<file path="config.mk">
export PLATFORM = sky130hd
export DESIGN_NAME = sc_stream_decoder
export DESIGN_NICKNAME = d
export VERILOG_FILES = /design/src/rtl/sc_dec_pkg.sv /design/src/rtl/sc_ones_acc.sv /design/src/rtl/sc_stream_decoder.sv
export SDC_FILE = /design/constraint.sdc
export NUM_CORES = 1
export LEC_CHECK = 0
export ABC_AREA = 1
export CAP_MARGIN = 30
export CORE_UTILIZATION = 55
export DETAILED_ROUTE_END_ITERATION = 8
export DONT_BUFFER_PORTS = 1
export PLACE_DENSITY = 0.67
export SYNTH_ARGS = -nofsm -noshare
export SYNTH_HDL_FRONTEND = slang
export SYNTH_SLANG_ARGS = --single-unit
</file>
<file path="constraint.sdc">
create_clock -name clk -period 4 [get_ports clk]
set_input_delay 0.2 -clock clk [delete_from_list [all_inputs] [get_ports clk]]
set_output_delay 0.2 -clock clk [all_outputs]
set_load 0.05 [all_outputs]
</file>
<file path="src/rtl/sc_dec_pkg.sv">
// Shared types and helpers for the stochastic stream decoder.
// The default window width is 8 bits, which gives a 256-sample window.
// When SC_DEC_BIPOLAR_EN is defined, the top converts the count to a signed bipolar value.
package sc_dec_pkg;

  localparam int INWD_DEF = 8;
  localparam int WIN_LEN  = 2**INWD_DEF;
  localparam int RES_W    = INWD_DEF + 1;

  typedef enum logic [1:0] {
    IDLE = 2'd0,
    ACC  = 2'd1,
    DONE = 2'd2
  } dec_state_t;

  // Returns the window length in samples for a given log2 width.
  function automatic int win_len(input int inwd);
    return 1 << inwd;
  endfunction

endpackage

</file>
<file path="src/rtl/sc_ones_acc.sv">
// Window counter and ones accumulator.
// The accumulator is one bit wider than the counter, so an all-ones window fits.
// 'last' flags that the next enabled sample is the final sample of the window.
module sc_ones_acc
  import sc_dec_pkg::*;
#(
  parameter int INWD = INWD_DEF
) (
  input  logic          clk,
  input  logic          rst_n,
  input  logic          clr,
  input  logic          en,
  input  logic          bitIn,
  output logic [INWD:0] acc,
  output logic          last
);

  logic [INWD-1:0] win_cnt;

  // Clear on window start; when enabled, count the sample and add the bit.
  // The counter wraps to 0 on the final sample.
  always_ff @(posedge clk or negedge rst_n) begin
    if (!rst_n) begin
      acc     <= '0;
      win_cnt <= '0;
    end else if (clr) begin
      acc     <= '0;
      win_cnt <= '0;
    end else if (en) begin
      acc     <= acc + (INWD+1)'(bitIn);
      win_cnt <= win_cnt + INWD'(1);
    end
  end

  assign last = (win_cnt == '1);

endmodule

</file>
<file path="src/rtl/sc_stream_decoder.sv">
// Stochastic-to-binary converter.
// Counts the ones in a window of 2**INWD enabled samples.
// The count is presented on 'result' together with a one-cycle 'outValid' pulse.
// Optional macro SC_DEC_BIPOLAR_EN: the result becomes 2*ones - 2**INWD.
// In that mode the result is signed and clamped at +(2**INWD-1).
module sc_stream_decoder
  import sc_dec_pkg::*;
#(
  parameter int INWD = INWD_DEF
) (
  input  logic          clk,
  input  logic          rst_n,
  input  logic          enable,
  input  logic          start,
  input  logic          bitIn,
  output logic          busy,
  output logic          outValid,
  output logic [INWD:0] result
);

  localparam int RW = INWD + 1;

  dec_state_t      state_reg;
  dec_state_t      state_next;
  logic            clr;
  logic            en;
  logic            last;
  logic            load;
  logic [INWD:0]   acc;
  logic [INWD:0]   final_acc;
  logic [INWD:0]   conv;
  logic [INWD:0]   result_reg;

  sc_ones_acc #(
    .INWD (INWD)
  ) u_acc (
    .clk   (clk),
    .rst_n (rst_n),
    .clr   (clr),
    .en    (en),
    .bitIn (bitIn),
    .acc   (acc),
    .last  (last)
  );

  // Next-state and counter control.
  // A start outside IDLE is ignored.
  always_comb begin
    state_next = state_reg;
    clr        = 1'b0;
    en         = 1'b0;
    case (state_reg)
      IDLE: begin
        if (start) begin
          clr        = 1'b1;
          state_next = ACC;
        end
      end
      ACC: begin
        en = enable;
        if (enable && last) begin
          state_next = DONE;
        end
      end
      DONE: begin
        state_next = IDLE;
      end
      default: begin
        state_next = IDLE;
      end
    endcase
  end

  // The final sample has not yet been added to acc, so fold it in here.
  // This lets the result register load on the same edge that enters DONE.
  assign load      = en && last;
  assign final_acc = acc + RW'(bitIn);

`ifdef SC_DEC_BIPOLAR_EN
  localparam logic [INWD:0] WIN_W = RW'(win_len(INWD));
  logic [INWD:0] twice;

  // Bipolar mapping: 2*ones - 2**INWD, clamping the single overflow case.
  always_comb begin
    twice = {final_acc[INWD-1:0], 1'b0} - WIN_W;
    if (final_acc == WIN_W) begin
      conv = WIN_W - RW'(1);
    end else begin
      conv = twice;
    end
  end
`else
  assign conv = final_acc;
`endif

  // State register.
  always_ff @(posedge clk or negedge rst_n) begin
    if (!rst_n) begin
      state_reg <= IDLE;
    end else begin
      state_reg <= state_next;
    end
  end

  // Capture the converted count at the end of the window.
  // It then holds until the next window completes.
  always_ff @(posedge clk or negedge rst_n) begin
    if (!rst_n) begin
      result_reg <= '0;
    end else if (load) begin
      result_reg <= conv;
    end
  end

  assign busy     = (state_reg != IDLE);
  assign outValid = (state_reg == DONE);
  assign result   = result_reg;

endmodule
</file>
==> run summary, run 1 <==
The layer flagged by global routing as most heavily used is met1. The path depth of the worst reg2reg path is 6. Clock skew on the completed layout was measured at 0.0101 ns.

The synthesized-area fraction occupied by xor and xnor cells is 0.0186. The maximum buffer depth of the clock tree came out at 2. The number of enable flip-flop cells after synthesis is 0. The startpoint identified for the worst hold timing path is enable. The endpoint of the worst-slack reg-to-reg timing path is result[1].

Static timing analysis puts the maximum clock frequency at between 0.5 and 0.6 GHz. The layout overhead on the synthesized area is 6.65%. The setup TNS after final layout came out at 0 ns. The critical path data required time is 3.80 ns.

Internal power comes to roughly 0.00042 W. The maximum number of pins on one net before global-route repair came out at 29. For hold timing, the worst endpoint is state_reg[0]. The net count of the mapped netlist came out at 189. The leading area contributor after synthesis is sky130_fd_sc_hd__dfrtp_1.

The fraction of registers with async set/reset is 1.00. The Yosys warning count came out at 0. The congestion estimate from routability-driven global placement came to around 0.84. The clock-pin slew of the registers on the worst-case setup and hold paths came out at around 0.14 ns. The leftover overflow at the end of global routing came out at 0. The final-layout worst hold slack came out at approximately 0.1 ns. The depth of the CTS H-tree is 1. The area of the core came out at 2320 um2. TritonCTS built the clock tree. The share of total power dissipated in the clock network is 0.220.

The overall power came out at 0.000625 W. Ranked by instance count, the synthesized netlist is headed by sky130_fd_sc_hd__nand2_1 (78), sky130_fd_sc_hd__dfrtp_1 (28), sky130_fd_sc_hd__nor2_1 (19), sky130_fd_sc_hd__inv_1 (14), sky130_fd_sc_hd__nand3_1 (11). The final critical delay including setup and external delays is 1.68 ns. The slack of the worst reg-to-reg path is 2.60 ns. The number of buffers created by CTS is 3. The fraction of the mapped netlist area in adder cells came out at 0.0266.

The highest cell delay on the worst timing path came out at 0.70 ns. The total count of hold-check failures in the final report was 0. The cell area after placement is 1440 um2. The initial antenna violation count came to 0.

The total die area is about 2800 um2. The flip-flop and latch count after synthesis came out at 28. The final clock period utilization by the worst path is 0.420. The ratio of cells with drive above 1 in the final layout came out at 0.0914. The relative slew slack is 0.417.

The final route contains 1125 vias. The critical setup path kind is reg2out. The sequential share of the synthesized area came out at 0.496. The remaining number of nets flagged by the antenna check after routing came out at 0. By instance count, the leading cell after synthesis is sky130_fd_sc_hd__nand2_1. By area, the combinational part of the netlist is dominated by simple AND/OR/NAND/NOR gates. By area the synthesized netlist is led by sky130_fd_sc_hd__dfrtp_1 (50%), sky130_fd_sc_hd__nand2_1 (21%), sky130_fd_sc_hd__nor2_1 (5.1%).

The average detailed-routed wire length per instance came out at around 12 um. The run finished with clean final reports. The worst hold path depth came out at 3. The power density over the cells came out at 415 nW/um2. Traced cell by cell, the critical path runs through nor2_1. The number of global-route vias before repair is 1048. The slowest stage of the critical path belongs to the cell sky130_fd_sc_hd__nor2_1. The fraction of the mapped netlist area in compound gates is 0.0390. The antenna diode count is 0. The worst path buffer plus inverter count is 0. The initial DRC count came out at 19.

The multiplexer share of the synthesized area came out at 0. The final wirelength came out at 2.62 mm. The wire-length estimate of the detail-placed layout is 1.90 mm. The initial core utilization is 0.609. The path class of the tightest hold or removal check is in2reg.

The largest fanout on the critical path is 4. The number of nets in the finished design came out at 195. Buffers placed on the I/O ports in this run total 0. Setup repair after global routing left no endpoint under its margin. The mean area per synthesized cell came out at 7.80 um2. After detailed routing, the number of remaining DRC violations is 0.

The all-layer global routing usage came out at 0.233. The unique cell type count in the Yosys netlist came out at 18. Of the total power, registers draw 0.584. Setup violations remaining at the end of the flow were counted as 0. The post-synthesis instance area is 1410 um2.

The die height came out at between 50 and 60 um. The met2 routing resource usage after global routing is 0.344. The count of cells in the finished layout, fillers not included, comes to 214. The global-route wire length before repair came out at 4.69 mm. In this run, placement finished with an instance count of approximately 210. Once layout is done, the placed cells without fillers occupy 1510 um2.

The number of clock sinks is 28. Using the TritonRoute via totals, the vias-per-cell ratio works out to 5.26. The clock latency of the later-clocked register in the worst-skew pair came out at 0.33 ns. The worst setup path is captured at an output pin.

The met1 usage in global routing is 0.348. For the pin with the worst max-slew slack, the measured transition is 0.872 ns. The net switching component of the power is 0.000202 W. The leakage power figure came out at 0.798 nW. The root buffer cell chosen for the clock tree is sky130_fd_sc_hd__clkbuf_4. The final count of pins violating max slew is 0. The cell family with the largest share of critical-path delay is simple AND/OR/NAND/NOR gates. The startpoint identified for the worst register-to-register timing path is state_reg[1]. The net switching share of the total power is 0.323. Fill cells in the final layout number 202.

The gate count after technology mapping came out at 181. Of the post-synthesis cell area, the dominant cell type holds 0.496. The critical path depth in cells came out at 1. The share of power burned in combinational logic came out at 0.196. The most common flop cell mapped by yosys is sky130_fd_sc_hd__dfrtp_1. The simple-gate share of the synthesized area came out at 0.371. The die is 52.7 um wide. STA puts the critical path data arrival time at 1.48 ns. In this run the count of I/O pins placed on the die edge is 16. In the global route stage, met3 resource usage came out at 0.0406. The row count came out at 17. The total of max-cap violations came out at 0. The first TritonRoute pass finished after 4 iterations. The worst setup path is launched from a flop.

The worst-case vdd ir drop came out at 0.418 mV.
## stage by stage
| step | utilization | worst slack, ns |
|---|---|---|
| floorplan | - | 2.72 |
| global placement | 0.621 | 2.62 |
| detailed placement | 0.621 | 2.59 |
| CTS | 0.649 | 2.31 |
| global route | 0.649 | 2.23 |
| finish | 0.649 | 2.32 |
## repair_timing
| item | in CTS | in global routing |
|---|---|---|
| setup buffers | 0 | 0 |
| hold endpoints to repair | 28 | 0 |
| hold buffers | 2 | 0 |
| gates resized for setup | 0 | 0 |
## power groups by stage
stage	sequential (W)	combinational, W	clock [W]
6_report	0.000365	0.000123	0.000137
5_1_grt	0.000373	0.000142	0.000153
4_1_cts	0.000364	0.000123	0.000142
3_5_place_dp	0.000369	0.000114	0
3_3_place_gp	0.000368	0.000110	0
2_1_floorplan	0.000360	0.0000932	0
## layout make-up
class / count / area [um2] / area share
clock buffer: 4 / 36.3 / 0.0241
timing repair buffer: 2 / 30.0 / 0.0200
tap: 28 / 35.0 / 0.0233
multi-input combinational: 136 / 643 / 0.427
sequential: 28 / 701 / 0.466
inverter: 16 / 60.1 / 0.0399
## placed cells by master (no fill, tap or decap)
| cell | instances |
|---|---|
| sky130_fd_sc_hd__nand2_2 | 3 |
| sky130_fd_sc_hd__dlygate4sd3_1 | 1 |
| sky130_fd_sc_hd__nand3_2 | 2 |
| sky130_fd_sc_hd__a21oi_1 | 4 |
| sky130_fd_sc_hd__nor2_1 | 19 |
| sky130_fd_sc_hd__inv_2 | 2 |
| sky130_fd_sc_hd__nor2_2 | 2 |
| sky130_fd_sc_hd__nand2_1 | 78 |
| sky130_fd_sc_hd__inv_1 | 14 |
| sky130_fd_sc_hd__nand3_1 | 11 |
| sky130_fd_sc_hd__clkbuf_8 | 1 |
| sky130_fd_sc_hd__dfrtp_1 | 28 |
| sky130_fd_sc_hd__nor2_8 | 1 |
| sky130_fd_sc_hd__buf_12 | 1 |
| sky130_fd_sc_hd__ha_1 | 3 |
| sky130_fd_sc_hd__clkbuf_4 | 3 |
| sky130_fd_sc_hd__nand3_4 | 1 |
| sky130_fd_sc_hd__xor2_1 | 3 |
| sky130_fd_sc_hd__nor2_4 | 1 |
| sky130_fd_sc_hd__o21ai_0 | 7 |
| sky130_fd_sc_hd__nor3_1 | 1 |
## how the worst max path moves through the flow
| stage | startpoint | to |
|---|---|---|
| 2_1_floorplan | state_reg[0] | outValid |
| 3_5_place_dp | state_reg[1] | result[2] |
| 3_3_place_gp | u_acc.acc[0] | u_acc.acc[8] |
| 6_report | state_reg[0] | outValid |
| 4_1_cts | state_reg[0] | outValid |
| 5_1_grt | state_reg[0] | outValid |
## per-layer routing
| layer | vias up | share of wire | wire length, um |
|---|---|---|---|
| li1 | 572 | - | - |
| met1 | 528 | 0.53 | 1390 |
| met2 | 20 | 0.42 | 1090 |
| met3 | 5 | 0.043 | 112 |
| met4 | 0 | 0.010 | 27 |
| met5 | - | 0 | 0 |
## cells by family (layout without fill, tap and decap cells)
group,Yosys count,in the layout
compound gates,11,11
xor+xnor,3,3
fa+ha+maj,3,3
buf+inv,17,22
flops,28,28
simple gates,119,119
Note: power is estimated with default switching activity, not from simulation.
==> run 2, diff against run 1 <==
==> constraint.sdc (replaced) <==
create_clock -name clk -period 1.58 [get_ports clk]
set_input_delay 0.079 -clock clk [delete_from_list [all_inputs] [get_ports clk]]
set_output_delay 0.079 -clock clk [all_outputs]
set_load 0.05 [all_outputs]
==> run 2 against run 1 <==
  * Combinational power rose to 2.7 times the previous value
  * Count of clock-buffer cells in the layout fell by 1
  * Utilization rose by 3.1 points
  * Sequential cell count did not move
  * Clock power rose to 3.5 times the previous value
  * Wire length rose by 7.8%
  * Total power rose to 2.8 times the previous value
  * Register-to-register slack got worse by 2.4 ns
  * First-iteration DRC count fell by 11%
  * Highest routed layer unchanged
==> run summary, run 2 (synthesis results as in run 1) <==
The top layer used by detailed routing is met4. The transition time of the tightest slew-check pin is 0.488 ns (-0.384 ns). In this run the critical register-to-register path is launched from u_acc.acc[0]. The critical path data required time came out at 1.84 ns (-1.96 ns). The number of buffer cells added on primary ports is 0 (unchanged). The initial antenna violation count is 0 (unchanged). The final clock period utilization by the worst path is 0.878. The overall power is 0.00174 W (+180%). The final critical delay including setup and external delays came out at 1.39 ns. The net switching share of the total power came out at 0.313 (-0.0104). The path depth of the worst reg2reg path came to 7 (+1). The clock latency of the later-clocked register in the worst-skew pair came out at 0.34 ns (about the same).

The slack of the worst reg-to-reg path is 0.19 ns (-2.41 ns). The multi-input gate area in the final layout was 643 um2 (unchanged). The post-detailed-placement half-perimeter wirelength came out at 2.02 mm (+6.1%). Derived from the worst setup path, the maximum achievable clock frequency is around 0.72 GHz.

The worst setup path is launched from a flop. The fill cell total of the finished layout came out at 201 (-0.50%). The die height came out at 52.7 um (unchanged). The final wirelength is 2.82 mm (+7.8%).

The clock-pin slew of the registers on the worst-case setup and hold paths is 0.16 ns (+0.02 ns). The net switching component of the power was 0.000544 W (+170%). The data arrival time of the worst path was 1.64 ns (+0.16 ns). The setup path with the least slack is of type reg2reg. The share of power burned in combinational logic came out at 0.189 (-0.007). The worst-case clock skew was 0.0108 ns (+0.000670 ns). Setup repair after global routing left no endpoint under its margin. The part of the power in registers was 0.534 (-0.050). The antenna diode count came out at 0 (unchanged). The all-layer global routing usage is 0.251 (+0.0179). The path class of the tightest hold or removal check is in2reg. The depth of the CTS H-tree is 1 (unchanged). The area of the core came out at 2320 um2 (unchanged). The worst-case vdd ir drop came out at 0.891 mV (+110%). STA classifies the critical path endpoint as a flop. The total non-filler cell area in the finished layout was 1580 um2 (+4.7%). The area taken by flip-flops and latches is 701 um2 (unchanged). The number of clock sinks was 28 (unchanged).

The post-cts resize count is 0 (unchanged). The worst hold path depth came out at 3 (unchanged). The largest fanout on the critical path is 3 (-1).

The design internal power was 0.00119 W (+180%). The total setup violations reported at the end of the flow came to 0 (unchanged). The leftover overflow at the end of global routing came out at 0 (unchanged). The total die area came out at 2770 um2 (unchanged). The final count of pins violating max slew came out at 0 (unchanged). The initial DRC count is 17 (-2). The root buffer cell is sky130_fd_sc_hd__clkbuf_4.

The routability-driven placement congestion ratio is 0.869 (+3.5%). The library cell used most frequently in the layout, excluding fill and tap cells, is sky130_fd_sc_hd__nand2_1. The I/O pin count is 16 (unchanged). The instance count after placement with tap cells included came out at 214 (+2.9%). The routed length on met2 came to 1.19 mm (+9.1%).

The leakage power figure is 0.840 nW (+5.3%). The setup TNS after final layout is 0 ns (unchanged). In this run the most critical hold path is launched from bitIn.

The remaining number of nets flagged by the antenna check after routing is 0 (unchanged). The endpoint identified for the worst register-to-register timing path is u_acc.acc[6]. The via total after detailed routing is 1169 (+3.9%).

The total length of routed met3 wires came out at 119 um (+6.3%). The number of global-route vias before repair is 1088 (+3.8%). The number of cells in the finished layout apart from fillers came to 221 (+3.3%).

The cell area after placement is 1480 um2 (+3.1%). The layout overhead on the synthesized area came out at 11.7%. The part of the power in the clock network was 0.276 (+0.056). In the layout the commonest cells are sky130_fd_sc_hd__nand2_1 (78), sky130_fd_sc_hd__dfrtp_1 (28), sky130_fd_sc_hd__nor2_1 (19). The number of buffers created by CTS is 3 (unchanged).

The x dimension of the die came out at 52.7 um (unchanged). The maximum buffer depth of the clock tree came out at 2 (unchanged). The row count is 17 (unchanged).

The relative slew slack is 0.675 (+0.258). The maximum number of pins on one net before global-route repair came to 29 (unchanged). The via-per-instance ratio came out at 5.29 (+0.62%). For hold timing, the worst endpoint is result[0].

The residual DRC count came out at 0 (unchanged). The total count of hold-check failures in the final report is 0 (unchanged). The CTS tree is done.

The number of nets in the finished design is 202 (+3.6%). The power density over the cells is 1100 nW/um2 (+170%). The initial core utilization came to 0.609 (unchanged). The run finished with clean final reports. The ratio of cells with drive above 1 in the final layout came out at 0.119 (+0.0278). The number of detailed-routing iterations run before antenna repair came out at 4 (unchanged). The total routed wire length on the met1 layer is 1.48 mm (+6.9%).

The average detailed-routed wire length per instance is 12.8 um (+4.3%). The global-route wire length before repair came out at 4.95 mm (+5.6%). The total of max-cap violations came out at 0 (unchanged).
[run 2: cell count changes in the layout (fill, tap and decap cells not counted), sizes merged]
| cell | previous run | this run |
|---|---|---|
| dlygate4sd3 | 1 | 2 |
| buf | 1 | 7 |
| bufinv | 0 | 1 |
| clkbuf | 4 | 3 |
[run 2: worst max-delay path by stage]
| stage | start | endpoint | slack [ns] |
|---|---|---|---|
| 2_1_floorplan | u_acc.acc[0] | result[6] | 0.33 |
| 3_3_place_gp | u_acc.acc[0] | result[4] | 0.26 |
| 3_5_place_dp | u_acc.acc[0] | u_acc.acc[6] | 0.23 |
| 4_1_cts | u_acc.acc[0] | u_acc.acc[4] | 0.20 |
| 5_1_grt | u_acc.acc[0] | result[6] | 0.03 |
| 6_report | u_acc.acc[0] | u_acc.acc[6] | 0.19 |
[run 2: layout make-up]
class                   instances  share of cell area
well taps                      28              0.0222
repair buffers                  9              0.0540
clock buffers                   3              0.0143
clock inverters                 1              0.0190
inverters                      16              0.0381
flip-flops and latches         28               0.444
multi-input cells             136               0.408
[run 2: repair_timing]
item	4_1_cts	5_1_grt
hold endpoints to repair	30	0
hold buffers	3	0
endpoints found under the setup margin	0	0
setup buffers	0	0
[run 2: critical path: stages, from the launching register on]
cell	delay, ns
sky130_fd_sc_hd__dfrtp_1	0.39
sky130_fd_sc_hd__ha_1	0.20
sky130_fd_sc_hd__ha_1	0.23
sky130_fd_sc_hd__nand3_1	0.14
sky130_fd_sc_hd__o21ai_0	0.17
sky130_fd_sc_hd__nand2_1	0.09
sky130_fd_sc_hd__nand2_1	0.06
sky130_fd_sc_hd__nand2_1	0.04
[run 2: routing by layer]
| metal | vias to the layer above | track usage |
|---|---|---|
| met5 | - | 0 |
| met1 | 537 | 0.360 |
| li1 | 583 | - |
| met2 | 45 | 0.384 |
| met4 | 0 | 0.0833 |
| met3 | 4 | 0.0377 |
[run 2: metrics by stage]
step                worst slack (ns)  hold WS [ns]   util
CTS                            0.202        0.0332  0.680
global route                  0.0327        0.0393  0.680
floorplan                      0.328        -0.217      -
finish                         0.192        0.0383  0.680
global placement               0.263        -0.216  0.640
detailed placement             0.230        -0.216  0.640
[run 2: power groups by stage]
stage | logic, W | clock network, W | registers (W)
CTS | 0.000326 | 0.000485 | 0.000925
global placement | 0.000287 | 0 | 0.000934
detailed placement | 0.000297 | 0 | 0.000936
finish | 0.000329 | 0.000480 | 0.000929
floorplan | 0.000236 | 0 | 0.000912
global route | 0.000374 | 0.000514 | 0.000942
